`config.mk`:
```
export PLATFORM = sky130hd
export DESIGN_NAME = rnn_mem_arb
export DESIGN_NICKNAME = d
export VERILOG_FILES = /design/src/rtl/rnn_mem_pkg.sv /design/src/rtl/rnn_rr_pick2.sv /design/src/rtl/rnn_mem_arb.sv
export SDC_FILE = /design/constraint.sdc
export NUM_CORES = 1
export LEC_CHECK = 0
export ABC_AREA = 1
export CAP_MARGIN = 30
export CELL_PAD_IN_SITES_DETAIL_PLACEMENT = 2
export CELL_PAD_IN_SITES_GLOBAL_PLACEMENT = 2
export CORE_ASPECT_RATIO = 0.8
export CORE_MARGIN = 2
export CORE_UTILIZATION = 10
export CTS_CLUSTER_DIAMETER = 150
export DETAILED_ROUTE_END_ITERATION = 10
export GPL_TIMING_DRIVEN = 0
export PLACE_DENSITY_LB_ADDON = 0.1
export SETUP_SLACK_MARGIN = 0.2
export SYNTH_ARGS = -nofsm -noshare
export SYNTH_HDL_FRONTEND = slang
export SYNTH_HIERARCHICAL = 1
export SYNTH_SLANG_ARGS = --single-unit
```
`constraint.sdc`:
```
create_clock -name clk -period 2.25 [get_ports clk]
set_input_delay 0.45 -clock clk [delete_from_list [all_inputs] [get_ports clk]]
set_output_delay 0.45 -clock clk [all_outputs]
set_load 0.05 [all_outputs]
```
`src/rtl/rnn_mem_pkg.sv`:
```
// Shared definitions for the RNN memory arbiter: memory select codes,
// default bus widths and the burst-owner encoding.
package rnn_mem_pkg;

  localparam int AW_DEF = 17;
  localparam int DW_DEF = 20;

  typedef enum logic [2:0] {
    MSEL_WX   = 3'b000,
    MSEL_BX   = 3'b001,
    MSEL_WH   = 3'b010,
    MSEL_BH   = 3'b011,
    MSEL_LEN  = 3'b100,
    MSEL_HOUT = 3'b101
  } msel_e;

  typedef enum logic [1:0] {
    OWN_NONE = 2'b00,
    OWN_R0   = 2'b01,
    OWN_R1   = 2'b10
  } owner_e;

  // Only the hidden-state output region is written; every other region is read.
  function automatic logic is_write(input logic [2:0] code);
    return (code == MSEL_HOUT);
  endfunction

endpackage

```
`src/rtl/rnn_rr_pick2.sv`:
```
// Two-way round-robin picker: the requester that was not granted last wins.
module rnn_rr_pick2 (
  input  logic [1:0] req,
  input  logic       last,
  output logic [1:0] gnt
);

  // Fairness pick between the two requesters
  always_comb begin
    gnt = 2'b00;
    if (last) begin
      if (req[0])      gnt = 2'b01;
      else if (req[1]) gnt = 2'b10;
      else             gnt = 2'b00;
    end else begin
      if (req[1])      gnt = 2'b10;
      else if (req[0]) gnt = 2'b01;
      else             gnt = 2'b00;
    end
  end

endmodule

```
`src/rtl/rnn_mem_arb.sv`:
```
// Two-requester shared-memory arbiter with locked bursts bounded by MAX_BURST,
// same-cycle grant/command issue and one-cycle read-data return.
module rnn_mem_arb
  import rnn_mem_pkg::*;
#(
  parameter int MAX_BURST = 64,
  parameter int AW        = AW_DEF,
  parameter int DW        = DW_DEF
) (
  input  logic          clk,
  input  logic          reset,
  input  logic          r0_req,
  input  logic          r0_lock,
  input  logic [2:0]    r0_msel,
  input  logic [AW-1:0] r0_maddr,
  input  logic [DW-1:0] r0_wdata,
  input  logic          r1_req,
  input  logic          r1_lock,
  input  logic [2:0]    r1_msel,
  input  logic [AW-1:0] r1_maddr,
  input  logic [DW-1:0] r1_wdata,
  output logic          r0_gnt,
  output logic          r0_rvalid,
  output logic [DW-1:0] r0_rdata,
  output logic          r1_gnt,
  output logic          r1_rvalid,
  output logic [DW-1:0] r1_rdata,
  output logic          mce,
  output logic [2:0]    msel,
  output logic [AW-1:0] maddr,
  output logic [DW-1:0] mdata_w,
  input  logic [DW-1:0] mdata_r
);

  localparam int            CW      = $clog2(MAX_BURST + 1);
  localparam logic [CW-1:0] MAX_CNT = CW'(MAX_BURST);
  localparam logic [CW-1:0] CNT_ONE = CW'(1);

  logic [1:0]    req_s;
  logic [1:0]    lock_s;
  logic [1:0]    rr_gnt_s;
  logic [1:0]    hold_gnt_s;
  logic [1:0]    gnt_s;
  logic          below_max_s;
  logic          cont_s;
  owner_e        owner_r;
  logic [CW-1:0] burst_cnt_r;
  logic          last_r;
  logic [1:0]    rvalid_r;

  assign req_s       = {r1_req, r0_req};
  assign lock_s      = {r1_lock, r0_lock};
  assign below_max_s = (burst_cnt_r < MAX_CNT);

  rnn_rr_pick2 u_pick (
    .req  (req_s),
    .last (last_r),
    .gnt  (rr_gnt_s)
  );

  // Grant selection: a locked owner keeps the bus until its burst budget runs out
  // while the other side waits; otherwise fall back to round-robin.
  always_comb begin
    hold_gnt_s = 2'b00;
    case (owner_r)
      OWN_R0: begin
        if (req_s[0] && lock_s[0] && (below_max_s || !req_s[1])) hold_gnt_s = 2'b01;
        else                                                     hold_gnt_s = 2'b00;
      end
      OWN_R1: begin
        if (req_s[1] && lock_s[1] && (below_max_s || !req_s[0])) hold_gnt_s = 2'b10;
        else                                                     hold_gnt_s = 2'b00;
      end
      default: hold_gnt_s = 2'b00;
    endcase
    if (reset)                      gnt_s = 2'b00;
    else if (hold_gnt_s != 2'b00)   gnt_s = hold_gnt_s;
    else                            gnt_s = rr_gnt_s;
  end

  // Memory command mux from the granted requester
  always_comb begin
    mce     = 1'b0;
    msel    = 3'b000;
    maddr   = {AW{1'b0}};
    mdata_w = {DW{1'b0}};
    if (gnt_s[0]) begin
      mce     = 1'b1;
      msel    = r0_msel;
      maddr   = r0_maddr;
      mdata_w = r0_wdata;
    end else if (gnt_s[1]) begin
      mce     = 1'b1;
      msel    = r1_msel;
      maddr   = r1_maddr;
      mdata_w = r1_wdata;
    end else begin
      mce     = 1'b0;
    end
  end

  assign r0_gnt = gnt_s[0];
  assign r1_gnt = gnt_s[1];
  assign cont_s = ((owner_r == OWN_R0) && gnt_s[0]) || ((owner_r == OWN_R1) && gnt_s[1]);

  // Ownership, burst length, fairness pointer and read-return tracking
  always_ff @(posedge clk) begin
    if (reset) begin
      owner_r     <= OWN_NONE;
      burst_cnt_r <= {CW{1'b0}};
      last_r      <= 1'b1;
      rvalid_r    <= 2'b00;
    end else begin
      if (gnt_s != 2'b00) begin
        last_r <= gnt_s[1];
        if (cont_s) begin
          if (burst_cnt_r == MAX_CNT) burst_cnt_r <= burst_cnt_r;
          else                        burst_cnt_r <= burst_cnt_r + CNT_ONE;
        end else begin
          burst_cnt_r <= CNT_ONE;
        end
        if ((gnt_s & lock_s) != 2'b00) owner_r <= gnt_s[1] ? OWN_R1 : OWN_R0;
        else                           owner_r <= OWN_NONE;
      end else begin
        burst_cnt_r <= {CW{1'b0}};
        owner_r     <= OWN_NONE;
      end
      rvalid_r <= gnt_s & {2{~is_write(msel)}};
    end
  end

  // Read returns are masked during reset so a read issued just before reset is dropped.
  assign r0_rvalid = rvalid_r[0] & ~reset;
  assign r1_rvalid = rvalid_r[1] & ~reset;
  assign r0_rdata  = r0_rvalid ? mdata_r : {DW{1'b0}};
  assign r1_rdata  = r1_rvalid ? mdata_r : {DW{1'b0}};

endmodule

```
* Yosys cells after proc, flatten, opt, wreduce, memory -nomap -nowiden *
Index checks and enable logic that the tools add are counted.
Widths: inputs -> output; s select.

storage, ports and cells
  RAM bits = 0
  memories kept = 0
  input port bits = 106
  bits in read-only memories = 0
  register bits after elaboration = 12
  output and inout bits = 85
  bits in latches = 0

cells by class
  div/mod/pow operators = 0
  bitwise operators = 9
  shift-type cells = 0
  $mul = 0
  reduce and logical (&&, ||, !) cells = 17
  add/subtract/negate cells = 1
  $lt $le $gt $ge = 1
  mux-type cells = 23
  eq/ne operators = 5

operator list
  kind                 count
  $mux 20              4
  $mux 17              2
  $mux 2               8
  $add 7x1->7 const B  1
  $eq 7x7->1 const B   1
  $lt 7x7->1 const B   1
  $logic_and 1x1->1    6
  $mux 1               6
  $mux 3               2
  $reduce_bool 2->1    3
  $reduce_or 3->1      2
  $not 1->1            5
  $and 2x2->2          2
  $pmux 2 s2           1
  $eq 3x3->1 const B   1
  $logic_or 1x1->1     3
  $and 1x1->1          2
  $eq 2x1->1 const B   1
  $eq 2x2->1 const B   1
  $logic_not 1->1      2
  $ne 2x2->1 const B   1
  $reduce_or 2->1      1

* Logic depth before layout (Yosys ltp) *
Gate-level depths: netlist of the first run.

  depth in word-level cells = 13
  gate-level depth with buffers = 13
  mapped depth without buffers = 13

* Modules after synthesis *
Netlist of the first run, hierarchy kept.

modules (own cells, without submodules)
  module        instances  area an instance (µm²)  cells each
  rnn_mem_arb   1          1496.4                  287
  rnn_rr_pick2  1          20.0                    5

* Worst setup path before layout of the first run *
No wires, ideal clock.

  path type = reg-to-output
  start = register owner_r[0]
  end = output port maddr[10]
  slack = -0.086 ns
  data arrival time = 1.886 ns
  stages on the path, launching flop included = 9
  data required time = 1.800 ns
  path through = dfxtp_1 inv_1 ha_1 nor2_2 nand3_2 a21oi_4 buf_2 nand3_1 nand2_1

between the ends
  cells in the longest elaborated chain, start to end = 7
  elaborated cells on any way between the ends = 8
  those cells by class = 2 x eq/ne; 5 x mux; 1 x reduce/logical

RTL lines
  what                                             RTL line            source
  from (decl)                                      rnn_mem_arb.sv:46   owner_e owner_r;
  from (signal assigned)                           rnn_mem_arb.sv:122  if ((gnt_s & lock_s) != 2'b00) owner_r <= gnt_s[1] ? OWN_R1 : OWN_R0;
  $eq 2x2->1 / $eq 2x1->1 (equally long branches)  rnn_mem_arb.sv:65   case (owner_r)
  $pmux 2 s2 *                                     rnn_mem_arb.sv:65
  $reduce_bool 2->1                                rnn_mem_arb.sv:77   else if (hold_gnt_s != 2'b00) gnt_s = hold_gnt_s;
  $mux 2 *                                         rnn_mem_arb.sv:77
  $mux 2 *                                         rnn_mem_arb.sv:76   if (reset) gnt_s = 2'b00;
  named net r1_gnt                                 rnn_mem_arb.sv:25   output logic r1_gnt,
  $mux 17 *                                        rnn_mem_arb.sv:92   end else if (gnt_s[1]) begin
  $mux 17 *                                        rnn_mem_arb.sv:87   if (gnt_s[0]) begin
  to (decl)                                        rnn_mem_arb.sv:30   output logic [AW-1:0] maddr,

Mark *: on every way through the listed nets, which the timed path passes. The rest lies on a longest branch.

* Final worst setup path of the first run *
  start = register owner_r[0]
  end = output port mdata_w[16]

between the ends
  cells in the longest elaborated chain, start to end = 7
  elaborated cells on any way between the ends = 8
  those cells by class = 2 x eq/ne; 5 x mux; 1 x reduce/logical

RTL lines
  what                                             RTL line           source
  $eq 2x2->1 / $eq 2x1->1 (equally long branches)  rnn_mem_arb.sv:65
  $pmux 2 s2 *                                     rnn_mem_arb.sv:65
  $reduce_bool 2->1                                rnn_mem_arb.sv:77
  $mux 2 *                                         rnn_mem_arb.sv:77
  $mux 2 *                                         rnn_mem_arb.sv:76
  $mux 20                                          rnn_mem_arb.sv:92
  $mux 20 *                                        rnn_mem_arb.sv:87
  to (decl)                                        rnn_mem_arb.sv:31  output logic [DW-1:0] mdata_w,

Mark *: on every way between the ends. The rest lies on a longest branch, timed or not.

==> results of run 1 <==
area by class of cell:
| cell class | instances | share of cell area, % |
|---|---|---|
| Clock buffer | 4 | 1.659 |
| Buffer | 16 | 5.001 |
| Timing Repair Buffer | 229 | 47.93 |
| Sequential cell | 12 | 4.534 |
| Inverter | 43 | 3.015 |
| Multi-Input combinational cell | 221 | 33.44 |
| Tap cell | 189 | 4.417 |
path summary, 6_finish.rpt:
kind | to | startpoint | cells after the start | slack (ns)
worst max-delay path | mdata_w[16] | owner_r[0]$_SDFF_PP0_ | 12 | -0.21
worst min-delay path | last_r$_SDFFE_PP1N_ | last_r$_SDFFE_PP1N_ | 2 | 0.50
worst max register to register | owner_r[1]$_SDFF_PP0_ | owner_r[0]$_SDFF_PP0_ | 19 | -0.05
worst min register to register | last_r$_SDFFE_PP1N_ | last_r$_SDFFE_PP1N_ | 2 | 0.50
kinds of logic (layout without fill, tap and decap cells):
logic type                 Yosys count  in the layout  share of synthesized area (%)
and+or+nand+nor                    204            204                          56.19
buffers and inverters               59            292                          17.41
DFF                                 12             12                          15.84
AOI/OAI and AO/OA                    9              9                          4.950
adders and majority gates            4              4                          3.300
xor gates and xnor gates             4              4                          2.311
metrics by stage:
step | power (µW) | setup WS, ns | utilization [%] | std cells
after floorplan | 744.5 | 0.1294 | - | 292
after global placement | 1145 | -1.245 | 26.87 | 671
after detailed placement | 1156 | -1.256 | 26.87 | 671
after CTS | 1800 | -0.2151 | 33.46 | 705
after global routing | 1952 | -0.3260 | 35.90 | 714
final | 1861 | -0.2105 | 35.90 | 714
Yosys cell counts (3+ instances only):
| library cell | n |
|---|---|
| nor2_1 | 51 |
| xor2_1 | 3 |
| nand3_1 | 43 |
| inv_2 | 3 |
| nand2_1 | 99 |
| a21oi_1 | 6 |
| ha_1 | 4 |
| inv_1 | 40 |
| buf_6 | 4 |
| nand2_2 | 3 |
| buf_2 | 7 |
| clkbuf_1 | 4 |
| dfxtp_1 | 12 |
what timing repair did:
| item | 4_1_cts | 5_1_grt |
|---|---|---|
| hold endpoints to repair | 0 | 0 |
| setup endpoints to repair | 85 | 89 |
| cloned | 3 | 3 |
| resized for setup | 704 | 58 |
| buffers inserted | 27 | 6 |
| hold buffers | 0 | 0 |
| pin swaps | 19 | 19 |
where the power goes:
group | switching, µW | internal, µW
Clock | 101 | 269
Sequential | 4.60 | 222
Combinational | 659 | 605
worst max-delay path, stage by stage, from the launching register on:
cell and delay (ns):
dfxtp_2 0.33, inv_2 0.04, ha_4 0.21, nor2_4 0.09, nand3_4 0.10, buf_6 0.14, a21oi_4 0.15, buf_12 0.15
buf_8 0.13, buf_12 0.14, nand3_4 0.09, nand2_8 0.07, buf_12 0.13
metal layers:
layer	part of all wire (%)	routed length [µm]	vias to the layer above
li1	-	-	1358
met1	37	4027	1314
met2	52	5707	102
met3	9.0	975	11
met4	1.5	167	0
met5	0	0	-
registers in the layout, indices dropped and copies added, names as in the netlist:
| signal | count |
|---|---|
| owner_r | 2 |
| last_r | 1 |
| rvalid_r | 2 |
| burst_cnt_r | 7 |
==> flow_summary.yaml, run 1 <==
outcome:
  status: "complete, but fails checks"
  violations: "setup timing"
layout:
  drive_gt1_share_pct: 52.95
  final_common_cell: "clkdlybuf4s50_1"
  multi_input_area_mm2: 0.001790
  n_fill_cell: 1660
  final_cell_mix: "100 x clkdlybuf4s50_1, 49 x buf_4, 46 x nor2_1, 40 x buf_8, 37 x nand2_2"
  final_nets: 636
  design_area_mm2: 0.005354
  diodes: 0
  seqCellArea_um2: 242.7
  areaGrowthSynthToFinish_pct: 253.1
die:
  die_w_um: 141.7
  coreArea_mm2: 0.01491
  rows: 40
  ios: 191
  die_area_mm2: 0.01617
  start_util_pct: 10.17
  die_y_um: 114.1
timing:
  worstMarginPinSlew_ns: 0.3487
  finalSetupTns_ns: -7.178
  rsz0062_at_grt: "true"
  skew_ns: 0.001924
  final-setup-viol-count: 44
  max_slew_margin_pct: 76.58
  finalMaxSlewViolations: 0
  fin_crit_sh_pct: 109.4
  setup_slack_ns: -0.2105
  hold_viol_final: 0
  fin_crit_ns: 2.460
  holdWs_ns: 0.4972
  max_freq_mhz: 406.4
clock_network:
  clk_pin_slew_ns: 0.04
  clock_latency_ns: 0.24
  numCtsBuffers: 3
  htree_levels: 1
  clockBufferDepth: 2
  cts_tree: "built"
  clockRootBuffer: "clkbuf_16"
  clock-sinks: 12
placed_design:
  place_area_mm2: 0.004008
  portBuffers: 190
  globalplace.congestion: 0.6762
  hpwl_mm: 8.342
global_routing:
  grt_use_met1_pct: 14.10
  grt_pass1_vias: 3061
  grt_max_degree: 11
  grt_overflow_total: 0
  antenna_found_initial: 0
  grt_usage_pct: 12.63
  grt_pass1_wl_mm: 16.17
  met2_usage_pct: 23.50
  busiest_layer: "met2"
  grtUsageMet3_pct: 4.642
drt:
  routedWlPerCell_um: 15.24
  routed_wl_mm: 10.88
  dr.pass1.iters: 4
  drt-vias-per-instance: 3.901
  drtIter0Drc: 33
  remaining_drc_errors: 0
  ant_nets: 0
  vias: 2785
setup_path:
  critPathLaunchType: "register"
  worstSetupEndpointType: "output port"
  worstPathRequired_ns: 1.80
  crit_arrival_ns: 2.01
  worstSetupPathType: "register to output port"
  worstPathMaxFanout: 5
pwr:
  ir_drop_uv: 141.3
  leakagePower_uw: 0.002291
  power.density_mw_per_mm2: 347.6
synthesis:
  ys_ff_latch: 12
  synth.top_cell.area_share_pct: 24.50
  ys_async_sr_fraction_pct: 0
  ys.flop_type: "dfxtp_1"
  synth_top_area_cell: "nand2_1"
  synth_cells: 292
  syn_avg_cell_area_um2: 5.193
  syn-num-nets: 402
  yosysSeqAreaShare_pct: 15.84
  synth_edf_count: 0
  synth_area_leaders: "nand2_1 25%, dfxtp_1 16%, nand3_1 14%, nor2_1 13%, inv_1 9.9%"
  ys_warn_count: 6
  ys_types: 23
  synthesis.area_mm2: 0.001516
hold_path:
  hold_class: "register to register"
flow_run:
  max-cap-violations: 0
(Power assumes the default switching activity.)
==> run 2: changes to the inputs <==
--- a/config.mk
+++ b/config.mk
@@ -10,12 +10,12 @@
 export CELL_PAD_IN_SITES_DETAIL_PLACEMENT = 2
 export CELL_PAD_IN_SITES_GLOBAL_PLACEMENT = 2
 export CORE_ASPECT_RATIO = 0.8
-export CORE_MARGIN = 2
+export CORE_MARGIN = 5
 export CORE_UTILIZATION = 10
 export CTS_CLUSTER_DIAMETER = 150
 export DETAILED_ROUTE_END_ITERATION = 10
 export GPL_TIMING_DRIVEN = 0
-export PLACE_DENSITY_LB_ADDON = 0.1
+export PLACE_DENSITY = 0.79
 export SETUP_SLACK_MARGIN = 0.2
 export SYNTH_ARGS = -nofsm -noshare
 export SYNTH_HDL_FRONTEND = slang
==> run 2 against run 1 <==
  * The flow still finishes with violations (setup timing)
  * Critical path depth up 1
  * Final cell count down 0.42%
  * Final area grew 2.9%
  * Routed wire length increased by 15%
  * Maximum frequency hardly changed
  * Worst hold slack better by 0.033 ns
==> flow_summary.yaml, run 2 (synthesis gave the netlist of run 1 again) <==
outcome:
  violations: "setup timing"
  status: "complete, but fails checks"
die:
  die_area_mm2: 0.01774
  rows: 40
  start_util_pct: 10.13
  coreArea_mm2: 0.01496
  die_w_um: 147.7
  ios: 191
  die_y_um: 120.1
timing:
  worstMarginPinSlew_ns: 0.3603
  final-setup-viol-count: 43
  setup_slack_ns: -0.2082
  rsz0062_at_grt: "true"
  fin_crit_sh_pct: 109.3
  hold_viol_final: 0
  fin_crit_ns: 2.458
  max_slew_margin_pct: 75.79
  skew_ns: 0.006226
  finalMaxSlewViolations: 0
  holdWs_ns: 0.5302
  max_freq_mhz: 406.8
hold_path:
  worstHoldStart: "burst_cnt_r[6]$_SDFFE_PP0N_"
  hold_path_depth: 2
  min_to: "burst_cnt_r[6]$_SDFFE_PP0N_"
  hold_class: "register to register"
clock_network:
  cts_hold_buf: 0
  htree_levels: 1
  clock-sinks: 12
  cts_tree: "built"
  clockBufferDepth: 2
  clockRootBuffer: "clkbuf_16"
  numCtsBuffers: 3
  clk_pin_slew_ns: 0.05
  clock_latency_ns: 0.25
setup_path:
  worstSetupPathType: "register to output port"
  r2r-end: "rvalid_r[1]$_SDFF_PP0_"
  crit_arrival_ns: 2.01
  worstPathBufferInverterCount: 6
  cp_cell_sequence: "inv_2 -> ha_4 -> nor2_4 -> nand3_4 -> nand2_4 -> nand2_2 -> inv_2 -> buf_12 -> buf_12 -> buf_16 -> nand3_2 -> nand2_4 -> buf_8"
  slowest_stage: "dfxtp_2"
  rr_startpoint: "owner_r[0]$_SDFF_PP0_"
  worstPathMaxFanout: 7
  cp_top_family: "buffers and inverters"
  worstSetupEndpointType: "output port"
  critical-path-max-stage-delay_ns: 0.34
  critPathLaunchType: "register"
  worstPathRequired_ns: 1.80
  ff2ff_path_depth: 14
  r2r_slack_ns: 0.30
global_routing:
  grt_usage_pct: 13.12
  antenna_found_initial: 0
  grt_pass1_wl_mm: 18.67
  grt_overflow_total: 0
  grt_pass1_vias: 3331
  grt_max_degree: 11
placed_design:
  portBuffers: 190
  hpwl_mm: 9.004
  globalplace.congestion: 0.7254
  place_area_mm2: 0.004008
  dp.cells: 671
drt:
  wl_met2_mm: 7.336
  vias: 2825
  routed_wl_mm: 12.51
  met1_length_mm: 4.258
  drt-vias-per-instance: 3.973
  drtIter0Drc: 64
  ant_nets: 0
  remaining_drc_errors: 0
  top_layer_used: "met4"
  routedWlPerCell_um: 17.59
  met3_length_um: 727
  dr.pass1.iters: 4
pwr:
  intPower_uw: 1126
  p_switching_uw: 814.7
  p_sw_share_pct: 41.98
  ir_drop_uv: 206.8
  power_frac_comb_pct: 69.1
  leakagePower_uw: 0.002410
  seqPwrFrac_pct: 11.7
  pwr-share-clk_pct: 19.2
  power.density_mw_per_mm2: 352.4
flow_run:
  max-cap-violations: 0
layout:
  n_fill_cell: 1580
  final_nets: 633
  largest-register: "burst_cnt_r"
  post_layout_nonfiller_instances: 711
  areaGrowthSynthToFinish_pct: 263.2
  final_common_cell: "clkdlybuf4s50_1"
  final_cell_mix: "100 x clkdlybuf4s50_1, 54 x nand2_4, 45 x nor2_1, 41 x buf_8, 35 x inv_1"
  design_area_mm2: 0.005508
  largest_reg_flops: 7
  largest_registers: "burst_cnt_r (7), owner_r (2), rvalid_r (2)"
  diodes: 0
  drive_gt1_share_pct: 53.64
-- run 2: layout make-up --
cell class	count	area (µm²)	share of cell area, %
Clock buffer	4	88.84	1.613
Tap cell	189	236.5	4.294
Buffer	16	255.2	4.634
Multi-Input combinational cell	221	1953	35.46
Timing Repair Buffer	226	2570	46.66
Inverter	43	161.4	2.930
Sequential cell	12	242.7	4.407
-- run 2: worst max-delay path by stage --
stage / start / end / slack, ns / cells after the start
global route: owner_r[0]$_SDFF_PP0_ / mdata_w[18] / -0.29 / 13
detailed placement: r0_req / maddr[7] / -1.28 / 10
CTS: owner_r[0]$_SDFF_PP0_ / maddr[6] / -0.21 / 13
finish: owner_r[0]$_SDFF_PP0_ / mdata_w[18] / -0.21 / 13
global placement: r0_req / mdata_w[16] / -1.24 / 9
floorplan: owner_r[0]$_SDFF_PP0_ / mdata_w[18] / 0.13 / 8
-- run 2: stage by stage --
step | utilization (%) | power [µW] | setup slack (ns) | setup TNS [ns]
after global routing | 36.81 | 2026 | -0.2897 | -10.77
after CTS | 33.42 | 1832 | -0.2122 | -7.615
final | 36.81 | 1941 | -0.2082 | -7.387
after global placement | 26.78 | 1136 | -1.240 | -76.77
after floorplan | - | 744.5 | 0.1294 | 0
after detailed placement | 26.78 | 1160 | -1.282 | -82.74
-- run 2: per-layer routing --
| metal | track usage [%] | up-vias |
|---|---|---|
| met4 | 3.260 | 0 |
| li1 | - | 1351 |
| met5 | 0 | - |
| met3 | 2.907 | 10 |
| met1 | 13.30 | 1377 |
| met2 | 26.78 | 87 |
-- run 2: power groups by stage --
stage / combinational (µW) / clock (µW) / sequential [µW]
final: 1340 / 373 / 227
after global routing: 1410 / 391 / 228
after CTS: 1220 / 382 / 227
after detailed placement: 930 / 0 / 230
after global placement: 908 / 0 / 229
after floorplan: 516 / 0 / 228
-- run 2: timing repair --
| action | 4_1_cts | 5_1_grt |
|---|---|---|
| pin swaps | 17 | 18 |
| gates cloned | 5 | 4 |
| setup endpoints to repair | 85 | 86 |
| setup buffers | 23 | 4 |
| resized for setup | 680 | 95 |
-- run 2: worst min-delay path: stages (launching register included) --
cell     delay [ns]
dfxtp_1        0.33
nand2_1        0.08
a21oi_1        0.06
